===== src/rtl/mem_arbiter_if.sv =====
// rtl/mem_arbiter_if.sv - fetch/data requester and mem_system signal bundle for mem_arbiter
interface mem_arbiter_if;
   logic        i_rd;
   logic [15:0] i_addr;
   logic        i_done;
   logic [15:0] i_data;
   logic        i_hit;
   logic        i_stall;
   logic        i_err;

   logic        d_rd;
   logic        d_wr;
   logic [15:0] d_addr;
   logic [15:0] d_wdata;
   logic        d_done;
   logic [15:0] d_data;
   logic        d_hit;
   logic        d_stall;
   logic        d_err;

   logic [15:0] mem_addr;
   logic [15:0] mem_wdata;
   logic        mem_rd;
   logic        mem_wr;
   logic [15:0] mem_dataout;
   logic        mem_done;
   logic        mem_hit;
   logic        mem_err;

   modport slave (
      input  i_rd, i_addr, d_rd, d_wr, d_addr, d_wdata,
      input  mem_dataout, mem_done, mem_hit, mem_err,
      output i_done, i_data, i_hit, i_stall, i_err,
      output d_done, d_data, d_hit, d_stall, d_err,
      output mem_addr, mem_wdata, mem_rd, mem_wr
   );

   modport master (
      output i_rd, i_addr, d_rd, d_wr, d_addr, d_wdata,
      output mem_dataout, mem_done, mem_hit, mem_err,
      input  i_done, i_data, i_hit, i_stall, i_err,
      input  d_done, d_data, d_hit, d_stall, d_err,
      input  mem_addr, mem_wdata, mem_rd, mem_wr
   );
endinterface


===== src/rtl/mem_arbiter.sv =====
// rtl/mem_arbiter.sv - shares one mem_system between fetch (I) and data (D) requesters
// D has priority; a starvation counter forces an I grant, a watchdog aborts hung accesses.
module mem_arbiter #(
   parameter int STARVE_LIMIT = 4,
   parameter int TIMEOUT      = 64
) (
   input  logic         clk,
   input  logic         rst_n,
   mem_arbiter_if.slave bus
);
   localparam logic [1:0] IDLE  = 2'd0;
   localparam logic [1:0] GNT_I = 2'd1;
   localparam logic [1:0] GNT_D = 2'd2;
   localparam logic [1:0] ERR_D = 2'd3;

   localparam int CNT_W  = $clog2(STARVE_LIMIT + 1);
   localparam int WDOG_W = $clog2(TIMEOUT);
   localparam logic [CNT_W-1:0]  CNT_MAX  = CNT_W'(STARVE_LIMIT);
   localparam logic [WDOG_W-1:0] WDOG_MAX = WDOG_W'(TIMEOUT - 1);

   logic [1:0]        state;
   logic [CNT_W-1:0]  starveCnt;
   logic [WDOG_W-1:0] wdogCnt;

   logic dPend, dIllegal, inGrant, expired, finish;
   logic iFin, dFin, errFin;
   logic [15:0] rspData;
   logic rspHit, rspErr;

   assign dPend    = bus.d_rd | bus.d_wr;
   assign dIllegal = bus.d_rd & bus.d_wr;
   assign inGrant  = (state == GNT_I) || (state == GNT_D);
   assign expired  = inGrant & ~bus.mem_done & (wdogCnt == WDOG_MAX);
   assign finish   = inGrant & (bus.mem_done | expired);

   // A real mem_done wins over a watchdog expiry landing in the same cycle.
   assign rspData = bus.mem_done ? bus.mem_dataout : 16'h0;
   assign rspHit  = bus.mem_done & bus.mem_hit;
   assign rspErr  = bus.mem_done ? bus.mem_err : 1'b1;

   assign iFin   = (state == GNT_I) & finish;
   assign dFin   = (state == GNT_D) & finish;
   assign errFin = (state == ERR_D);

   assign bus.i_done  = iFin;
   assign bus.i_data  = iFin ? rspData : 16'h0;
   assign bus.i_hit   = iFin & rspHit;
   assign bus.i_err   = iFin & rspErr;
   assign bus.i_stall = rst_n & bus.i_rd & ~iFin;

   assign bus.d_done  = dFin | errFin;
   assign bus.d_data  = dFin ? rspData : 16'h0;
   assign bus.d_hit   = dFin & rspHit;
   assign bus.d_err   = errFin | (dFin & rspErr);
   assign bus.d_stall = rst_n & dPend & ~(dFin | errFin);

   always_ff @(posedge clk or negedge rst_n) begin
      if (!rst_n) begin
         state         <= IDLE;
         starveCnt     <= '0;
         wdogCnt       <= '0;
         bus.mem_addr  <= 16'h0;
         bus.mem_wdata <= 16'h0;
         bus.mem_rd    <= 1'b0;
         bus.mem_wr    <= 1'b0;
      end else begin
         case (state)
            IDLE: begin
               wdogCnt <= '0;
               if (dIllegal) begin
                  state <= ERR_D;
               end else if (dPend && (!bus.i_rd || starveCnt < CNT_MAX)) begin
                  state         <= GNT_D;
                  bus.mem_addr  <= bus.d_addr;
                  bus.mem_wdata <= bus.d_wdata;
                  bus.mem_rd    <= bus.d_rd;
                  bus.mem_wr    <= bus.d_wr;
                  if (bus.i_rd && starveCnt != CNT_MAX)
                     starveCnt <= starveCnt + 1'b1;
               end else if (bus.i_rd) begin
                  state         <= GNT_I;
                  bus.mem_addr  <= bus.i_addr;
                  bus.mem_wdata <= 16'h0;
                  bus.mem_rd    <= 1'b1;
                  bus.mem_wr    <= 1'b0;
                  starveCnt     <= '0;
               end
            end
            GNT_I, GNT_D: begin
               if (finish) begin
                  state      <= IDLE;
                  bus.mem_rd <= 1'b0;
                  bus.mem_wr <= 1'b0;
                  wdogCnt    <= '0;
               end else begin
                  wdogCnt <= wdogCnt + 1'b1;
               end
            end
            default: state <= IDLE;
         endcase
      end
   end
endmodule


===== src/flat_wrapper.sv =====
// flat-port wrapper written by rule: the top's interface ports become plain ports
module mem_arbiter_flat 
#(
   parameter int STARVE_LIMIT = 4,
   parameter int TIMEOUT      = 64
)
  (clk, rst_n, bus_i_rd, bus_i_addr, bus_d_rd, bus_d_wr, bus_d_addr, bus_d_wdata, bus_mem_dataout, bus_mem_done, bus_mem_hit, bus_mem_err, bus_i_done, bus_i_data, bus_i_hit, bus_i_stall, bus_i_err, bus_d_done, bus_d_data, bus_d_hit, bus_d_stall, bus_d_err, bus_mem_addr, bus_mem_wdata, bus_mem_rd, bus_mem_wr);
  mem_arbiter_if bus_i ();
  input  logic clk;
  input  logic rst_n;
  input wire logic [$bits(bus_i.i_rd)-1:0] bus_i_rd;
  input wire logic [$bits(bus_i.i_addr)-1:0] bus_i_addr;
  input wire logic [$bits(bus_i.d_rd)-1:0] bus_d_rd;
  input wire logic [$bits(bus_i.d_wr)-1:0] bus_d_wr;
  input wire logic [$bits(bus_i.d_addr)-1:0] bus_d_addr;
  input wire logic [$bits(bus_i.d_wdata)-1:0] bus_d_wdata;
  input wire logic [$bits(bus_i.mem_dataout)-1:0] bus_mem_dataout;
  input wire logic [$bits(bus_i.mem_done)-1:0] bus_mem_done;
  input wire logic [$bits(bus_i.mem_hit)-1:0] bus_mem_hit;
  input wire logic [$bits(bus_i.mem_err)-1:0] bus_mem_err;
  output wire logic [$bits(bus_i.i_done)-1:0] bus_i_done;
  output wire logic [$bits(bus_i.i_data)-1:0] bus_i_data;
  output wire logic [$bits(bus_i.i_hit)-1:0] bus_i_hit;
  output wire logic [$bits(bus_i.i_stall)-1:0] bus_i_stall;
  output wire logic [$bits(bus_i.i_err)-1:0] bus_i_err;
  output wire logic [$bits(bus_i.d_done)-1:0] bus_d_done;
  output wire logic [$bits(bus_i.d_data)-1:0] bus_d_data;
  output wire logic [$bits(bus_i.d_hit)-1:0] bus_d_hit;
  output wire logic [$bits(bus_i.d_stall)-1:0] bus_d_stall;
  output wire logic [$bits(bus_i.d_err)-1:0] bus_d_err;
  output wire logic [$bits(bus_i.mem_addr)-1:0] bus_mem_addr;
  output wire logic [$bits(bus_i.mem_wdata)-1:0] bus_mem_wdata;
  output wire logic [$bits(bus_i.mem_rd)-1:0] bus_mem_rd;
  output wire logic [$bits(bus_i.mem_wr)-1:0] bus_mem_wr;
  assign bus_i.i_rd = bus_i_rd;
  assign bus_i.i_addr = bus_i_addr;
  assign bus_i.d_rd = bus_d_rd;
  assign bus_i.d_wr = bus_d_wr;
  assign bus_i.d_addr = bus_d_addr;
  assign bus_i.d_wdata = bus_d_wdata;
  assign bus_i.mem_dataout = bus_mem_dataout;
  assign bus_i.mem_done = bus_mem_done;
  assign bus_i.mem_hit = bus_mem_hit;
  assign bus_i.mem_err = bus_mem_err;
  assign bus_i_done = bus_i.i_done;
  assign bus_i_data = bus_i.i_data;
  assign bus_i_hit = bus_i.i_hit;
  assign bus_i_stall = bus_i.i_stall;
  assign bus_i_err = bus_i.i_err;
  assign bus_d_done = bus_i.d_done;
  assign bus_d_data = bus_i.d_data;
  assign bus_d_hit = bus_i.d_hit;
  assign bus_d_stall = bus_i.d_stall;
  assign bus_d_err = bus_i.d_err;
  assign bus_mem_addr = bus_i.mem_addr;
  assign bus_mem_wdata = bus_i.mem_wdata;
  assign bus_mem_rd = bus_i.mem_rd;
  assign bus_mem_wr = bus_i.mem_wr;
  mem_arbiter #(.STARVE_LIMIT(STARVE_LIMIT), .TIMEOUT(TIMEOUT)) u_core (.clk(clk), .rst_n(rst_n), .bus(bus_i));
endmodule

===== config.mk =====
export PLATFORM = sky130hd
export DESIGN_NAME = mem_arbiter_flat
export DESIGN_NICKNAME = d
export VERILOG_FILES = /design/src/rtl/mem_arbiter_if.sv /design/src/rtl/mem_arbiter.sv /design/src/flat_wrapper.sv
export SDC_FILE = /design/constraint.sdc
export NUM_CORES = 1
export LEC_CHECK = 0
export BUFFER_PORTS_ARGS = -buffer_cell sky130_fd_sc_hd__buf_4
export CORE_ASPECT_RATIO = 0.9
export CORE_MARGIN = 5
export CORE_UTILIZATION = 45
export CTS_CLUSTER_DIAMETER = 30
export CTS_CLUSTER_SIZE = 20
export DETAILED_ROUTE_END_ITERATION = 6
export GPL_ROUTABILITY_DRIVEN = 1
export PLACE_DENSITY = 0.85
export SLEW_MARGIN = 20
export SYNTH_ARGS = -nofsm -noshare
export SYNTH_HDL_FRONTEND = slang
export SYNTH_SLANG_ARGS = --single-unit

===== constraint.sdc =====
create_clock -name clk -period 2.21 [get_ports clk]
set_input_delay 0.1105 -clock clk [delete_from_list [all_inputs] [get_ports clk]]
set_output_delay 0.1105 -clock clk [all_outputs]
set_load 0.03 [all_outputs]

==> flow_summary.json, run 1 <==
{
  "ant_nets": 0,
  "timing.final.setup_violations": 0,
  "cp_data_arrival_time_ns": 1.94,
  "fp.dieArea_sq_um": 7470,
  "worst_ir_drop_vdd_mv": 0.738,
  "detailedPlacementHpwl_microns": 5560,
  "timing.critical_path.from_type": "flop",
  "end_kind": "output port",
  "ys.warnings.count": 0,
  "clkSinkCount": 45,
  "post_synth_inst_count": 282,
  "grt_first_pass_wirelength_microns": 11000,
  "pin_count_of_the_biggest_net_entering_global_routing": 65,
  "count_of_unique_library_cells_instantiated_by_yosys": 41,
  "status": "finished, final reports clean",
  "remaining_design_rule_violation_count": 0,
  "report.final.hold_viol_count": 0,
  "synth-seq-cells": 45,
  "fp.dieW_microns": 90.5,
  "vias_in_the_first_global_route": 2328,
  "synthesis.nets": 362,
  "drv_slew": 0,
  "finClkSkew_ns": 0.00397,
  "cts_max_path_buffers": 2,
  "numPortBuffers": 145,
  "worstSetupStartpoint": "u_core.state[0]",
  "hold_class": "in -> reg",
  "reg2reg_to": "u_core.state[1]",
  "setup-tns-final_ns": 0,
  "routability_congestion": 0.855,
  "clk_transition_reported_paths_ns": 0.08,
  "timing.rr.start": "u_core.state[0]",
  "postCtsSetupRepairBufs": 0,
  "cts_htree_levels": 2,
  "timing.final.crit_period_ns": 2.05,
  "r2r_setup_slack_ns": 0.39,
  "period_share_pct": 92.8,
  "rows": 26,
  "totalPowerFinal_uw": 4700,
  "wl_per_cell_microns": 14.8,
  "synthesis.area_per_instance_sq_um": 9.31,
  "starting_density_of_the_core_pct": 46.4,
  "reg2regPathDepth": 6,
  "cellPowerDensity_nw_per_um2": 1230,
  "final_layout_size_suffix_gt1_share_pct": 43.9,
  "worstMarginPinSlew_ns": 0.691,
  "die_ht_microns": 82.5,
  "timing.max_slew.rel_slack_pct": 54.0,
  "timing.critical_path.to": "bus_d_stall",
  "grtUsageTotal_pct": 18.3,
  "critPathMaxFanout": 11,
  "synthToLayoutAreaGrowth_pct": 46.1,
  "fmaxAchievable_ghz": 0.488,
  "drtPass1Iterations": 4,
  "final_nets": 500,
  "cts-root-buf": "clkbuf_8",
  "grt-ovfl-total": 0,
  "drt_iter0_markers": 97,
  "whs_ns": 0.0485,
  "floorplan.io_pins": 146,
  "clock_latency_ns": 0.30,
  "cts_tree": "yes",
  "routed_wirelength_microns": 7260,
  "fin_ws_ns": 0.159,
  "core-area_sq_um": 5660,
  "synth-seq-area-share_pct": 42.9,
  "insertedDiodeCount": 0,
  "setup_repair_after_global_routing_missed_its_margin": "false",
  "preCtsSetupSlack_ns": 0.258,
  "vias": 2385,
  "viasPerCell": 4.86,
  "antenna_found_initial": 0,
  "timing.critical_path.required_ns": 2.10,
  "cts_made_buffers": 5,
  "cell_area_synth_sq_um": 2630,
  "power_leakage_uw": 0.00205,
  "max-cap-violations": 0,
  "timing_worst_setup_path_type": "reg -> out"
}
## cells in the mapped netlist (all sizes together)
cell type  count  area (sq um)
nor2           7          28.8
and3           3          18.8
nor3           4          20.0
buf           10           124
xnor2          1          8.76
o31ai          1          7.51
a21oi          8          51.3
ha             8           100
o32ai          1          8.76
o211ai         1          7.51
and4b          1          10.0
o211a          1          10.0
maj3           1          10.0
nand3          5          37.5
inv            6          22.5
nand2         64           240
nor3b          1          7.51
nand3b         1          7.51
or3            1          11.3
a31o           2          17.5
clkbuf         8          32.5
a211o          1          8.76
and2          34           213
o21ba          1          10.0
nand2b         3          18.8
mux2i         16           160
o21ai         43           279
o21bai         1          7.51
a21o           2          15.0
dfrtp         45          1130
nand4          1          6.26
## state kept, by name, summed over array words and instances (netlist names)
name and flops:
u_core.bus.mem_wdata 16, u_core.wdogCnt 6, u_core.state 2, u_core.bus.mem_rd 1, u_core.bus.mem_wr 1, u_core.starveCnt 3, u_core.bus.mem_addr 16
## final cells by class
type                       count  area, sq um
sequential                    45         1130
fill                         491         1820
tap                           70         87.6
multi-input combinational    213         1350
timing repair buffer         149         1120
clock buffer                   5         68.8
clock inverter                 3         65.1
inverter                       6         22.5
## worst max-delay path: stages (launching register included)
cell      delay (ns)
dfrtp_1         0.43
inv_1           0.16
ha_4            0.26
nand3_2         0.11
nor2_1          0.06
o211ai_1        0.21
nor3b_1         0.21
buf_4           0.19
## cells by family (layout without fill, tap and decap cells)
| family | after synthesis | in the layout | synth area share (%) |
|---|---|---|---|
| multiplexers | 16 | 16 | 6.10 |
| AND/OR/NAND/NOR | 125 | 125 | 23.6 |
| adder cells (fa/ha/maj) | 9 | 9 | 4.19 |
| XOR/XNOR | 1 | 1 | 0.334 |
| buffers and inverters | 24 | 163 | 6.81 |
| AO/OA/AOI/OAI | 62 | 62 | 16.1 |
| flip-flops | 45 | 45 | 42.9 |
## how the worst min path moves through the flow
stage / slack, ns / cells past startpoint / endpoint / from
2_1_floorplan: -0.19 / 0 / u_core.bus.mem_addr[0] / rst_n
3_3_place_gp: -0.09 / 1 / u_core.bus.mem_rd / rst_n
3_5_place_dp: -0.09 / 1 / u_core.bus.mem_rd / rst_n
4_1_cts: 0.04 / 3 / u_core.bus.mem_wdata[15] / bus_d_wdata[15]
5_1_grt: 0.04 / 3 / u_core.bus.mem_wdata[9] / bus_d_wdata[9]
6_report: 0.05 / 3 / u_core.bus.mem_wdata[8] / bus_d_wdata[8]
## repair_timing
action	in CTS	in global routing
endpoints found under the setup margin	37	8
gates cloned	0	0
gates resized for setup	3	3
hold buffers	1	0
pin swaps	0	0
endpoints found under the hold margin	45	0
## routing by layer
layer	track usage [%]	wire length (microns)	share of wire, %
met5	0	0	0
met4	8.18	95	1.3
met3	4.35	326	4.5
met2	34.1	4050	56
met1	20.1	2780	38
## per-stage QoR
stage                     cells  util (%)  instance area (sq um)
final                       491      67.8                   3840
after global routing        491      67.8                   3840
after CTS                   491      67.4                   3820
after detailed placement    482      64.8                   3670
after global placement      482      64.8                   3670
after floorplan             282         -                   2630
## power breakdown
part | internal, uW | switching (uW)
Clock | 449 | 286
Sequential | 1160 | 194
Combinational | 988 | 1630
Total | 2600 | 2110
## layout by cell type, fill, tap and decap left out, types with 2 or more instances in the layout
cell,n
a21o_1,2
a21oi_1,7
a31o_2,2
and2_1,34
and3_2,2
buf_4,148
bufinv_16,2
clkbuf_8,5
dfrtp_1,45
ha_1,7
inv_1,6
mux2i_1,16
nand2_1,64
nand2b_1,3
nand3_1,3
nor2_1,6
nor3_1,4
o21ai_0,16
o21ai_1,10
o21ai_2,17
(Power assumes the default switching activity.)
==> run 2: changes to the inputs <==
==> constraint.sdc (replaced) <==
create_clock -name clk -period 2.2 [get_ports clk]
set_input_delay 0.11 -clock clk [delete_from_list [all_inputs] [get_ports clk]]
set_output_delay 0.11 -clock clk [all_outputs]
set_load 0.03 [all_outputs]
==> run 2 against run 1 <==
Wire length decreased by 0.90%. Worst setup slack got worse by 0.028 ns. Die area unchanged. Final cell count unchanged. Sequential share of layout area increased by 0.43 points.
==> flow_summary.json, run 2 (same netlist as run 1, synthesis figures left out) <==
{
  "vias": 2397,
  "layoutNonFillerInstCount": 491,
  "cts_made_buffers": 5,
  "switching_power_uw": 2100,
  "hold_class": "in -> reg",
  "ant_nets": 0,
  "worst_ir_drop_vdd_mv": 0.821,
  "switching_share_pct": 46.9,
  "final_layout_size_suffix_gt1_share_pct": 43.5,
  "clock_power_share_pct": 11.1,
  "setup-tns-final_ns": 0,
  "drt_iter0_markers": 150,
  "cts_tree": "yes",
  "total_of_fill_cells_in_the_finished_design": 493,
  "multi_input_area_sq_um": 1340,
  "synthToLayoutAreaGrowth_pct": 44.0,
  "timing.critical_path.from_type": "flop",
  "seq_power_share_pct": 30.5,
  "clock_latency_ns": 0.29,
  "whs_ns": 0.0570,
  "cts_max_path_buffers": 2,
  "vias_in_the_first_global_route": 2273,
  "finClkSkew_ns": 0.00567,
  "setup_repair_after_global_routing_missed_its_margin": "false",
  "timing.critical_path.required_ns": 2.09,
  "cts-root-buf": "clkbuf_8",
  "final_common_cell": "buf_4",
  "totalPowerFinal_uw": 4480,
  "rows": 26,
  "remaining_design_rule_violation_count": 0,
  "cellPowerDensity_nw_per_um2": 1190,
  "die_ht_microns": 82.5,
  "worstMarginPinSlew_ns": 0.693,
  "power_leakage_uw": 0.00202,
  "fmaxAchievable_ghz": 0.483,
  "insertedDiodeCount": 0,
  "routed_wirelength_microns": 7190,
  "placedCellCount": 482,
  "fp.dieW_microns": 90.5,
  "timing.final.setup_violations": 0,
  "reg.largest.list": "u_core.bus.mem_addr: 16 flops, u_core.bus.mem_wdata: 16 flops, u_core.wdogCnt: 6 flops",
  "viasPerCell": 4.88,
  "routability_congestion": 0.855,
  "cp_data_arrival_time_ns": 1.96,
  "grt-ovfl-total": 0,
  "end_kind": "output port",
  "max-cap-violations": 0,
  "floorplan.io_pins": 146,
  "cts_htree_levels": 2,
  "clk_transition_reported_paths_ns": 0.08,
  "fp.dieArea_sq_um": 7470,
  "status": "finished, final reports clean",
  "seqCellArea_sq_um": 1130,
  "clkSinkCount": 45,
  "numPortBuffers": 145,
  "timing.final.crit_period_ns": 2.07,
  "drv_slew": 0,
  "critPathMaxFanout": 11,
  "wl_per_cell_microns": 14.6,
  "p_comb_share_pct": 58.4,
  "drtPass1Iterations": 4,
  "detailedPlacementHpwl_microns": 5560,
  "grtUsageTotal_pct": 18.2,
  "timing.max_slew.rel_slack_pct": 53.8,
  "timing_worst_setup_path_type": "reg -> out",
  "starting_density_of_the_core_pct": 46.4,
  "core-area_sq_um": 5660,
  "pin_count_of_the_biggest_net_entering_global_routing": 65,
  "postCtsSetupRepairBufs": 0,
  "fin_ws_ns": 0.131,
  "period_share_pct": 94.1,
  "report.final.hold_viol_count": 0,
  "preCtsSetupSlack_ns": 0.256,
  "r2r_setup_slack_ns": 0.41,
  "layout_common_cells": "buf_4, nand2_1, dfrtp_1, and2_1, o21ai_2",
  "power.internal_uw": 2380,
  "final_nets": 500,
  "grt_first_pass_wirelength_microns": 11000,
  "antenna_found_initial": 0
}
run 2: cell types whose count changed in the layout (fill, tap and decap cells not counted), sizes merged:
cell | before | now
bufinv | 2 | 0
clkinv | 1 | 0
clkinvlp | 0 | 1
clkbuf | 5 | 7
run 2: what timing repair did:
item | in CTS | in global routing
gates cloned | 0 | 0
hold endpoints to repair | 45 | 0
setup endpoints to repair | 37 | 15
hold buffers | 1 | 0
resized for setup | 3 | 3
run 2: per-layer routing:
metal / wire length [microns] / GRT usage, %
met5: 0 / 0
met4: 98 / 6.25
met3: 296 / 3.71
met2: 4020 / 34.2
met1: 2770 / 20.8
run 2: through the flow:
stage                     area (sq um)  utilization (%)
final                             3780             66.8
after global routing              3780             66.8
after CTS                         3770             66.6
after detailed placement          3670             64.8
after global placement            3670             64.8
after floorplan                   2630                -
run 2: final timing paths:
kind                                              from                       end  cells past startpoint
worst max register to register         u_core.state[0]           u_core.state[1]                      6
max in group asynchronous                        rst_n       u_core.starveCnt[2]                      3
min in group asynchronous                        rst_n         u_core.bus.mem_rd                      2
worst max-delay path                   u_core.state[0]               bus_d_stall                      7
worst min register to register  u_core.bus.mem_addr[4]    u_core.bus.mem_addr[4]                      2
worst min-delay path                   bus_d_wdata[15]  u_core.bus.mem_wdata[15]                      3
run 2: power groups by stage:
stage | Sequential [uW] | Combinational (uW) | Clock, uW
5_1_grt | 1420 | 2830 | 549
3_5_place_dp | 1380 | 2600 | 0
3_3_place_gp | 1360 | 2530 | 0
4_1_cts | 1370 | 2610 | 510
2_1_floorplan | 1930 | 1240 | 0
6_report | 1370 | 2620 | 497
run 2: cell type report:
class | count | area share, %
Clock inverter | 1 | 0.198
Clock buffer | 7 | 2.02
Inverter | 6 | 0.595
Tap cell | 70 | 2.32
Multi-Input combinational cell | 213 | 35.5
Timing Repair Buffer | 149 | 29.6
Sequential cell | 45 | 29.8
run 2: worst max-delay path, cell delays in order (launching register included):
cell      delay [ns]
dfrtp_1         0.43
inv_1           0.16
ha_4            0.26
nand3_1         0.15
nor2_1          0.09
o211ai_1        0.20
nor3b_1         0.20
buf_4           0.19
